### config.mk
export PLATFORM = sky130hd
export DESIGN_NAME = fetch_decode_queue_flat
export DESIGN_NICKNAME = d
export VERILOG_FILES = /design/src/rtl/fetch_decode_queue_if.sv /design/src/rtl/fetch_decode_queue.sv /design/src/flat_wrapper.sv
export SDC_FILE = /design/constraint.sdc
export NUM_CORES = 1
export LEC_CHECK = 0
export ABC_CLOCK_PERIOD_IN_PS = 2000
export CAP_MARGIN = 15
export CORE_MARGIN = 4
export CORE_UTILIZATION = 49
export DETAILED_ROUTE_END_ITERATION = 8
export PLACE_DENSITY_LB_ADDON = 0.05
export SLEW_MARGIN = 20
export SYNTH_ARGS = -nofsm -noshare
export SYNTH_HDL_FRONTEND = slang
export SYNTH_SLANG_ARGS = --single-unit
### constraint.sdc
create_clock -name clk -period 2 [get_ports clk]
set_input_delay 0.4 -clock clk [delete_from_list [all_inputs] [get_ports clk]]
set_output_delay 0.4 -clock clk [all_outputs]
set_load 0.005 [all_outputs]
### src/rtl/fetch_decode_queue_if.sv
// Fetch/decode queue bus.
// Groups the fetch-side push handshake, the flush request, the decode-side
// pop handshake with the pre-split MIPS fields, and the occupancy/starve
// status counters.
//   slave  : the queue itself (receives pushes, presents the head)
//   master : the fetch/decode environment driving the queue
interface fetch_decode_queue_if #(
  parameter int AW = 2
);
  logic          in_valid;
  logic          in_ready;
  logic [31:0]   in_instr;
  logic [31:0]   in_pc;
  logic          flush;
  logic          out_valid;
  logic          out_ready;
  logic [31:0]   out_instr;
  logic [31:0]   out_pc;
  logic [5:0]    out_opcode;
  logic [4:0]    out_rs;
  logic [4:0]    out_rt;
  logic [4:0]    out_rd;
  logic [4:0]    out_shamt;
  logic [5:0]    out_funct;
  logic [15:0]   out_imm16;
  logic [25:0]   out_target;
  logic [AW:0]   count;
  logic [15:0]   starve_cnt;

  modport slave (
    input  in_valid, in_instr, in_pc, flush, out_ready,
    output in_ready, out_valid, out_instr, out_pc, out_opcode, out_rs, out_rt,
           out_rd, out_shamt, out_funct, out_imm16, out_target, count, starve_cnt
  );

  modport master (
    output in_valid, in_instr, in_pc, flush, out_ready,
    input  in_ready, out_valid, out_instr, out_pc, out_opcode, out_rs, out_rt,
           out_rd, out_shamt, out_funct, out_imm16, out_target, count, starve_cnt
  );
endinterface

### src/rtl/fetch_decode_queue.sv
// Instruction queue between fetch and decode.
// Stores {pc, instr} pairs pushed by fetch and presents the oldest one to
// decode with first-word fall-through, already sliced into MIPS fields.
// A flush discards all queued wrong-path work. starve_cnt counts cycles in
// which decode was ready but nothing was queued.
// Ports:
//   clk   : rising-edge clock
//   rst_n : asynchronous active-low reset
//   q     : queue bus (slave side), see fetch_decode_queue_if
module fetch_decode_queue #(
  parameter int DEPTH = 4,
  parameter int AW    = 2
) (
  input  logic                 clk,
  input  logic                 rst_n,
  fetch_decode_queue_if.slave  q
);

  logic [DEPTH-1:0][63:0] mem;
  logic [AW-1:0]          wr_ptr, rd_ptr;
  logic [AW:0]            cnt;
  logic [15:0]            starve_q, starve_nxt;
  logic                   full, nempty, push, pop;
  logic [63:0]            head;

  // Handshake depends on occupancy only, never on the partner's valid/ready.
  assign full   = (cnt == (AW+1)'(DEPTH));
  assign nempty = (cnt != '0);
  assign push   = q.in_valid & ~full;
  assign pop    = nempty & q.out_ready;

  // Saturating; flush cycles are not counted as starvation.
  assign starve_nxt = (q.out_ready && !nempty && !q.flush && starve_q != 16'hFFFF)
                      ? starve_q + 16'd1 : starve_q;

  always_ff @(posedge clk or negedge rst_n) begin
    if (!rst_n) begin
      mem      <= '0;
      wr_ptr   <= '0;
      rd_ptr   <= '0;
      cnt      <= '0;
      starve_q <= '0;
    end else begin
      starve_q <= starve_nxt;
      if (q.flush) begin
        // Storage is left as is; count=0 hides it.
        wr_ptr <= '0;
        rd_ptr <= '0;
        cnt    <= '0;
      end else begin
        if (push) begin
          mem[wr_ptr] <= {q.in_pc, q.in_instr};
          wr_ptr      <= wr_ptr + 1'b1;
        end
        if (pop) rd_ptr <= rd_ptr + 1'b1;
        case ({push, pop})
          2'b10:   cnt <= cnt + 1'b1;
          2'b01:   cnt <= cnt - 1'b1;
          default: cnt <= cnt;
        endcase
      end
    end
  end

  // Empty queue reads as all-zero, which decodes as sll $0,$0,0.
  assign head = nempty ? mem[rd_ptr] : 64'd0;

  assign q.in_ready   = ~full;
  assign q.out_valid  = nempty;
  assign q.out_pc     = head[63:32];
  assign q.out_instr  = head[31:0];
  assign q.out_opcode = head[31:26];
  assign q.out_rs     = head[25:21];
  assign q.out_rt     = head[20:16];
  assign q.out_rd     = head[15:11];
  assign q.out_shamt  = head[10:6];
  assign q.out_funct  = head[5:0];
  assign q.out_imm16  = head[15:0];
  assign q.out_target = head[25:0];
  assign q.count      = cnt;
  assign q.starve_cnt = starve_q;

endmodule

### src/flat_wrapper.sv
// flat-port wrapper written by rule: the top's interface ports become plain ports
module fetch_decode_queue_flat 
#(
  parameter int DEPTH = 4,
  parameter int AW    = 2
)
  (clk, rst_n, q_in_valid, q_in_instr, q_in_pc, q_flush, q_out_ready, q_in_ready, q_out_valid, q_out_instr, q_out_pc, q_out_opcode, q_out_rs, q_out_rt, q_out_rd, q_out_shamt, q_out_funct, q_out_imm16, q_out_target, q_count, q_starve_cnt);
  fetch_decode_queue_if #(.AW(AW)) q_i ();
  input  logic clk;
  input  logic rst_n;
  input wire logic [$bits(q_i.in_valid)-1:0] q_in_valid;
  input wire logic [$bits(q_i.in_instr)-1:0] q_in_instr;
  input wire logic [$bits(q_i.in_pc)-1:0] q_in_pc;
  input wire logic [$bits(q_i.flush)-1:0] q_flush;
  input wire logic [$bits(q_i.out_ready)-1:0] q_out_ready;
  output wire logic [$bits(q_i.in_ready)-1:0] q_in_ready;
  output wire logic [$bits(q_i.out_valid)-1:0] q_out_valid;
  output wire logic [$bits(q_i.out_instr)-1:0] q_out_instr;
  output wire logic [$bits(q_i.out_pc)-1:0] q_out_pc;
  output wire logic [$bits(q_i.out_opcode)-1:0] q_out_opcode;
  output wire logic [$bits(q_i.out_rs)-1:0] q_out_rs;
  output wire logic [$bits(q_i.out_rt)-1:0] q_out_rt;
  output wire logic [$bits(q_i.out_rd)-1:0] q_out_rd;
  output wire logic [$bits(q_i.out_shamt)-1:0] q_out_shamt;
  output wire logic [$bits(q_i.out_funct)-1:0] q_out_funct;
  output wire logic [$bits(q_i.out_imm16)-1:0] q_out_imm16;
  output wire logic [$bits(q_i.out_target)-1:0] q_out_target;
  output wire logic [$bits(q_i.count)-1:0] q_count;
  output wire logic [$bits(q_i.starve_cnt)-1:0] q_starve_cnt;
  assign q_i.in_valid = q_in_valid;
  assign q_i.in_instr = q_in_instr;
  assign q_i.in_pc = q_in_pc;
  assign q_i.flush = q_flush;
  assign q_i.out_ready = q_out_ready;
  assign q_in_ready = q_i.in_ready;
  assign q_out_valid = q_i.out_valid;
  assign q_out_instr = q_i.out_instr;
  assign q_out_pc = q_i.out_pc;
  assign q_out_opcode = q_i.out_opcode;
  assign q_out_rs = q_i.out_rs;
  assign q_out_rt = q_i.out_rt;
  assign q_out_rd = q_i.out_rd;
  assign q_out_shamt = q_i.out_shamt;
  assign q_out_funct = q_i.out_funct;
  assign q_out_imm16 = q_i.out_imm16;
  assign q_out_target = q_i.out_target;
  assign q_count = q_i.count;
  assign q_starve_cnt = q_i.starve_cnt;
  fetch_decode_queue #(.DEPTH(DEPTH), .AW(AW)) u_core (.clk(clk), .rst_n(rst_n), .q(q_i));
endmodule
Word level (Yosys, flattened, before mapping):

Cells that the tools add are included.

* flip-flop bits (word level): 279
* bits of input ports: 69
* logic and storage cells: 47

* $add $sub $neg: 5
* magnitude comparators: 3
* equality and inequality tests: 4
* mux-type cells: 12
* bitwise logic cells: 4
* reductions and logical operators: 11

Operators by type and width (count)
* $bwmux W256: 1
* $mux W64: 3
* $bmux W64 S2: 1
* $demux W64 S2: 1
* $add A16 B1 Y16 const B: 1
* $ne A16 B16 Y1 const B: 1
* $mux W2: 4
* $lt A2 B3 Y1 const B: 2
* $pmux W3 S2: 1
* $reduce_bool A3 Y1: 2
* $add A2 B1 Y2 const B: 2
* $logic_and A1 B1 Y1: 4
* $reduce_bool A2 Y1: 2
* $add A3 B1 Y3 const B: 1
* $eq A3 B3 Y1 const B: 1
* $mux W3: 1
* $sub A3 B1 Y3 const B: 1
* $and A1 B1 Y1: 2
* $eq A2 B1 Y1 const B: 1
* $eq A2 B2 Y1 const B: 1
* $ge A2 B1 Y1 const B: 1
* $logic_not A1 Y1: 2
* $not A1 Y1: 2
* $reduce_and A2 Y1: 1

Longest topological paths before layout:

Gate-level depths: netlist of the first run.

* depth in word-level cells: 6
* depth in mapped cells: 7
* depth with buffers taken out: 5

Worst setup path after synthesis of the first run:

No wires, ideal clock.

* path kind: register to output
* from: reg u_core.rd_ptr[0]
* to: out q_out_imm16[5]
* arrival: 1.758 ns
* data required time: 1.600 ns
* path slack: -0.158 ns
* stages on the path, launching flop included: 5
* path buffers: 2
* cells stage by stage: dfrtp_1 buf_1 mux4_2 and2_1 buf_4

* word-level cells in the longest chain between the ends: 3

RTL lines
* start, declared: RTL line fetch_decode_queue.sv:20 `logic [AW-1:0] wr_ptr, rd_ptr;`
* start signal, assigned: RTL line fetch_decode_queue.sv:55 `if (pop) rd_ptr <= rd_ptr + 1'b1;`
* $bmux W64 S2: RTL line fetch_decode_queue.sv:66 `assign head = nempty ? mem[rd_ptr] : 64'd0;`
* $mux W64 (implied by the code): RTL line fetch_decode_queue.sv:66
* $mux W64: RTL line fetch_decode_queue.sv:66
* end, declared: RTL line flat_wrapper.sv:26 `output wire logic [$bits(q_i.out_imm16)-1:0] q_out_imm16;`

No other way between the ends. The select of a mux whose other input is x is not followed.

Worst setup path after layout of the first run:

* from: reg u_core.rd_ptr[0]
* to: out q_out_target[11]

* word-level cells in the longest chain between the ends: 3

RTL lines
* $bmux W64 S2: RTL line fetch_decode_queue.sv:66
* $mux W64 (implied by the code): RTL line fetch_decode_queue.sv:66
* $mux W64: RTL line fetch_decode_queue.sv:66
* end, declared: RTL line flat_wrapper.sv:27 `output wire logic [$bits(q_i.out_target)-1:0] q_out_target;`

No other way between the ends. The select of a mux whose other input is x is not followed.

==> results of run 1 <==
power by group:
| group | leakage, nW | internal (W) | switching (W) |
|---|---|---|---|
| Clock | 0.556 | 0.00393 | 0.00244 |
| Combinational | 5.08 | 0.00892 | 0.00450 |
| Sequential | 3.50 | 0.00819 | 0.00148 |
critical path, stage by stage (launching register included):
cell and delay, ns:
dfrtp_4 0.49, buf_4 0.15, buf_4 0.15, clkbuf_16 0.16, mux4_2 0.41, and2_4 0.16
dlygate4sd2_1 0.26
what timing repair did:
action,4_1_cts,5_1_grt
resized for setup,152,255
endpoints found under the setup margin,352,392
pin swaps,0,13
hold buffers,1,0
gates cloned,0,6
endpoints found under the hold margin,37,0
buffers inserted,1,26
registers in the layout, indices dropped and copies added, names as in the netlist:
name and count:
u_core.q.count 3, u_core.wr_ptr 2, u_core.q.starve_cnt 16, u_core.mem 256, u_core.rd_ptr 2
final cells by class:
cell class	instances	area, µm²
fill	2176	10600
sequential	279	6990
multi-input combinational	479	6550
timing repair buffer	327	3090
clock buffer	39	911
tap	384	480
clock inverter	22	259
inverter	6	22.5
metrics by stage:
step	setup slack, ns	TNS, ns	power (W)
after floorplan	-0.0461	-5.07	0.0184
after global placement	-0.304	-61.07	0.0230
after detailed placement	-0.319	-62.51	0.0232
after CTS	-0.820	-105.76	0.0296
after global routing	-0.750	-141.48	0.0312
final	-0.691	-117.86	0.0295
layer usage:
metal  global-route usage (%)  wire (µm)  share of wire [%]
met5                        0         13              0.041
met4                     4.21        493                1.6
met3                     4.57       1620                5.1
met2                     30.2      14800                 47
met1                     25.9      14700                 46
synthesized netlist by cell type (all sizes together):
master	instances	area (µm²)
a21oi	4	20.0
nor4	6	43.8
fa	1	20.0
nand2b	1	6.26
mux4	64	1440
and3	1	6.26
nor4b	4	35.0
nand4bb	1	11.3
nand3	8	40.0
ha	5	62.6
xnor2	2	17.5
clkbuf	15	56.3
o31ai	1	7.51
mux2	258	3810
and4	2	17.5
inv	6	22.5
nand2	10	103
nor3	10	50.1
buf	107	1090
a31oi	1	6.26
nor2	7	26.3
xor2	13	114
dfrtp	279	6980
a2111o	1	11.3
and2	64	400
and3b	1	8.76
a41oi	1	8.76
or3b	1	8.76
o21ai	1	5.00
and4b	1	11.3
nand4	6	37.5
nor2b	3	18.8
final timing paths:
path | to | depth (start not counted)
min | u_core.mem[16] | 2
min in group clk | u_core.q.starve_cnt[13] | 1
max | q_out_target[11] | 6
max in group asynchronous | u_core.mem[1] | 3
min reg2reg | u_core.q.starve_cnt[13] | 1
max reg2reg | u_core.mem[237] | 8
cells by family after synthesis:
| family | share of synthesized area [%] |
|---|---|
| AOI/OAI and AO/OA | 0.406 |
| muxes | 36.2 |
| and+or+nand+nor | 5.69 |
| adders and majority gates | 0.570 |
| xor gates and xnor gates | 0.906 |
| buffers and inverters | 8.07 |
| DFF | 48.2 |
==> results.json, run 1 <==
{
  "grt_pass1_vias": 8715,
  "setup_viol": 400,
  "wl_per_cell_um": 20.6,
  "dieArea_um2": 32400,
  "ios": 228,
  "final_cell_area_um2": 18300,
  "vdd_drop_max_mv": 0.804,
  "cp_max_fo": 5,
  "reg2reg_slack_ns": -0.25,
  "post-route-util_pct": 63.2,
  "ys_warn_count": 0,
  "nets": 1202,
  "dp_cells": 1442,
  "cp-end-kind": "output port",
  "r2r-start": "u_core.q.count[2]",
  "setup_ws_ns": -0.691,
  "clkTransAtPathRegs_ns": 0.06,
  "grt_max_degree": 53,
  "synth.avg_cell_area_um2": 16.4,
  "io_buffer_count": 227,
  "clk_latency_ns": 0.51,
  "ys_ff_latch": 279,
  "ant_nets": 0,
  "wl_mm": 31.6,
  "hold_class": "in -> async",
  "synth_cells": 885,
  "critical_path.startpoint": "u_core.rd_ptr[0]",
  "gp_congestion": 0.771,
  "grt_pass1_wl_mm": 49.4,
  "layout_common_cells": "dfrtp_1 (277), mux2_4 (240), clkbuf_2 (100), clkdlybuf4s50_1 (86), mux4_2 (64)",
  "finalMaxSlewViolations": 0,
  "via_per_inst": 5.21,
  "maxCapViolations": 0,
  "fin_worst_skew_ns": 0.0112,
  "drt_iter0_markers": 342,
  "hold_slack_ns": 0.401,
  "startpoint_type": "flip-flop",
  "critPathArrivalTime_ns": 2.29,
  "outcome": "finished with violations",
  "drc": 0,
  "syn_nets": 960,
  "dp_hpwl_mm": 20.2,
  "placed_area_um2": 17000,
  "rows": 62,
  "antenna_cells": 0,
  "tritoncts": "yes",
  "cts_sinks": 279,
  "cts-htree-levels": 2,
  "cts_buffers": 34,
  "core-area_um2": 28900,
  "synth_seq_area_share_pct": 48.2,
  "power_density_nw_per_um2": 1610,
  "fmax_ghz": 0.372,
  "rsz0062_at_grt": "yes",
  "yosysUniqueCellTypes": 39,
  "final_cells": 1536,
  "relSlewSlack_pct": 71.2,
  "finalCriticalPeriod_ns": 2.69,
  "area_growth_pct": 26.2,
  "grt_usage_pct": 18.7,
  "drtPass1Iterations": 4,
  "die_h_um": 180,
  "cts_root_buf": "clkbuf_16",
  "final_common_cell": "dfrtp_1",
  "cp.required_ns": 1.60,
  "clock_path_buffers": 3,
  "overflow": 0,
  "initial_core_util_pct": 50.1,
  "p_leak_nw": 9.14,
  "violations": "setup timing",
  "crit_type": "reg -> out",
  "hold_viol": 0,
  "antenna_found_initial": 1,
  "vias": 8000,
  "min_period_over_period_pct": 135,
  "die_w_um": 180,
  "worst_pin_slew_ns": 0.429,
  "layout-drive-gt1-share_pct": 57.6,
  "netlist_area_um2": 14500
}
Power figures use the tool's default switching activity.
==> inputs of run 2 (changes only) <==
- ABC_CLOCK_PERIOD_IN_PS: 2000 -> unset
==> results of run 2 <==
The final DEF is identical to that of run 1; final timing and power are the same.
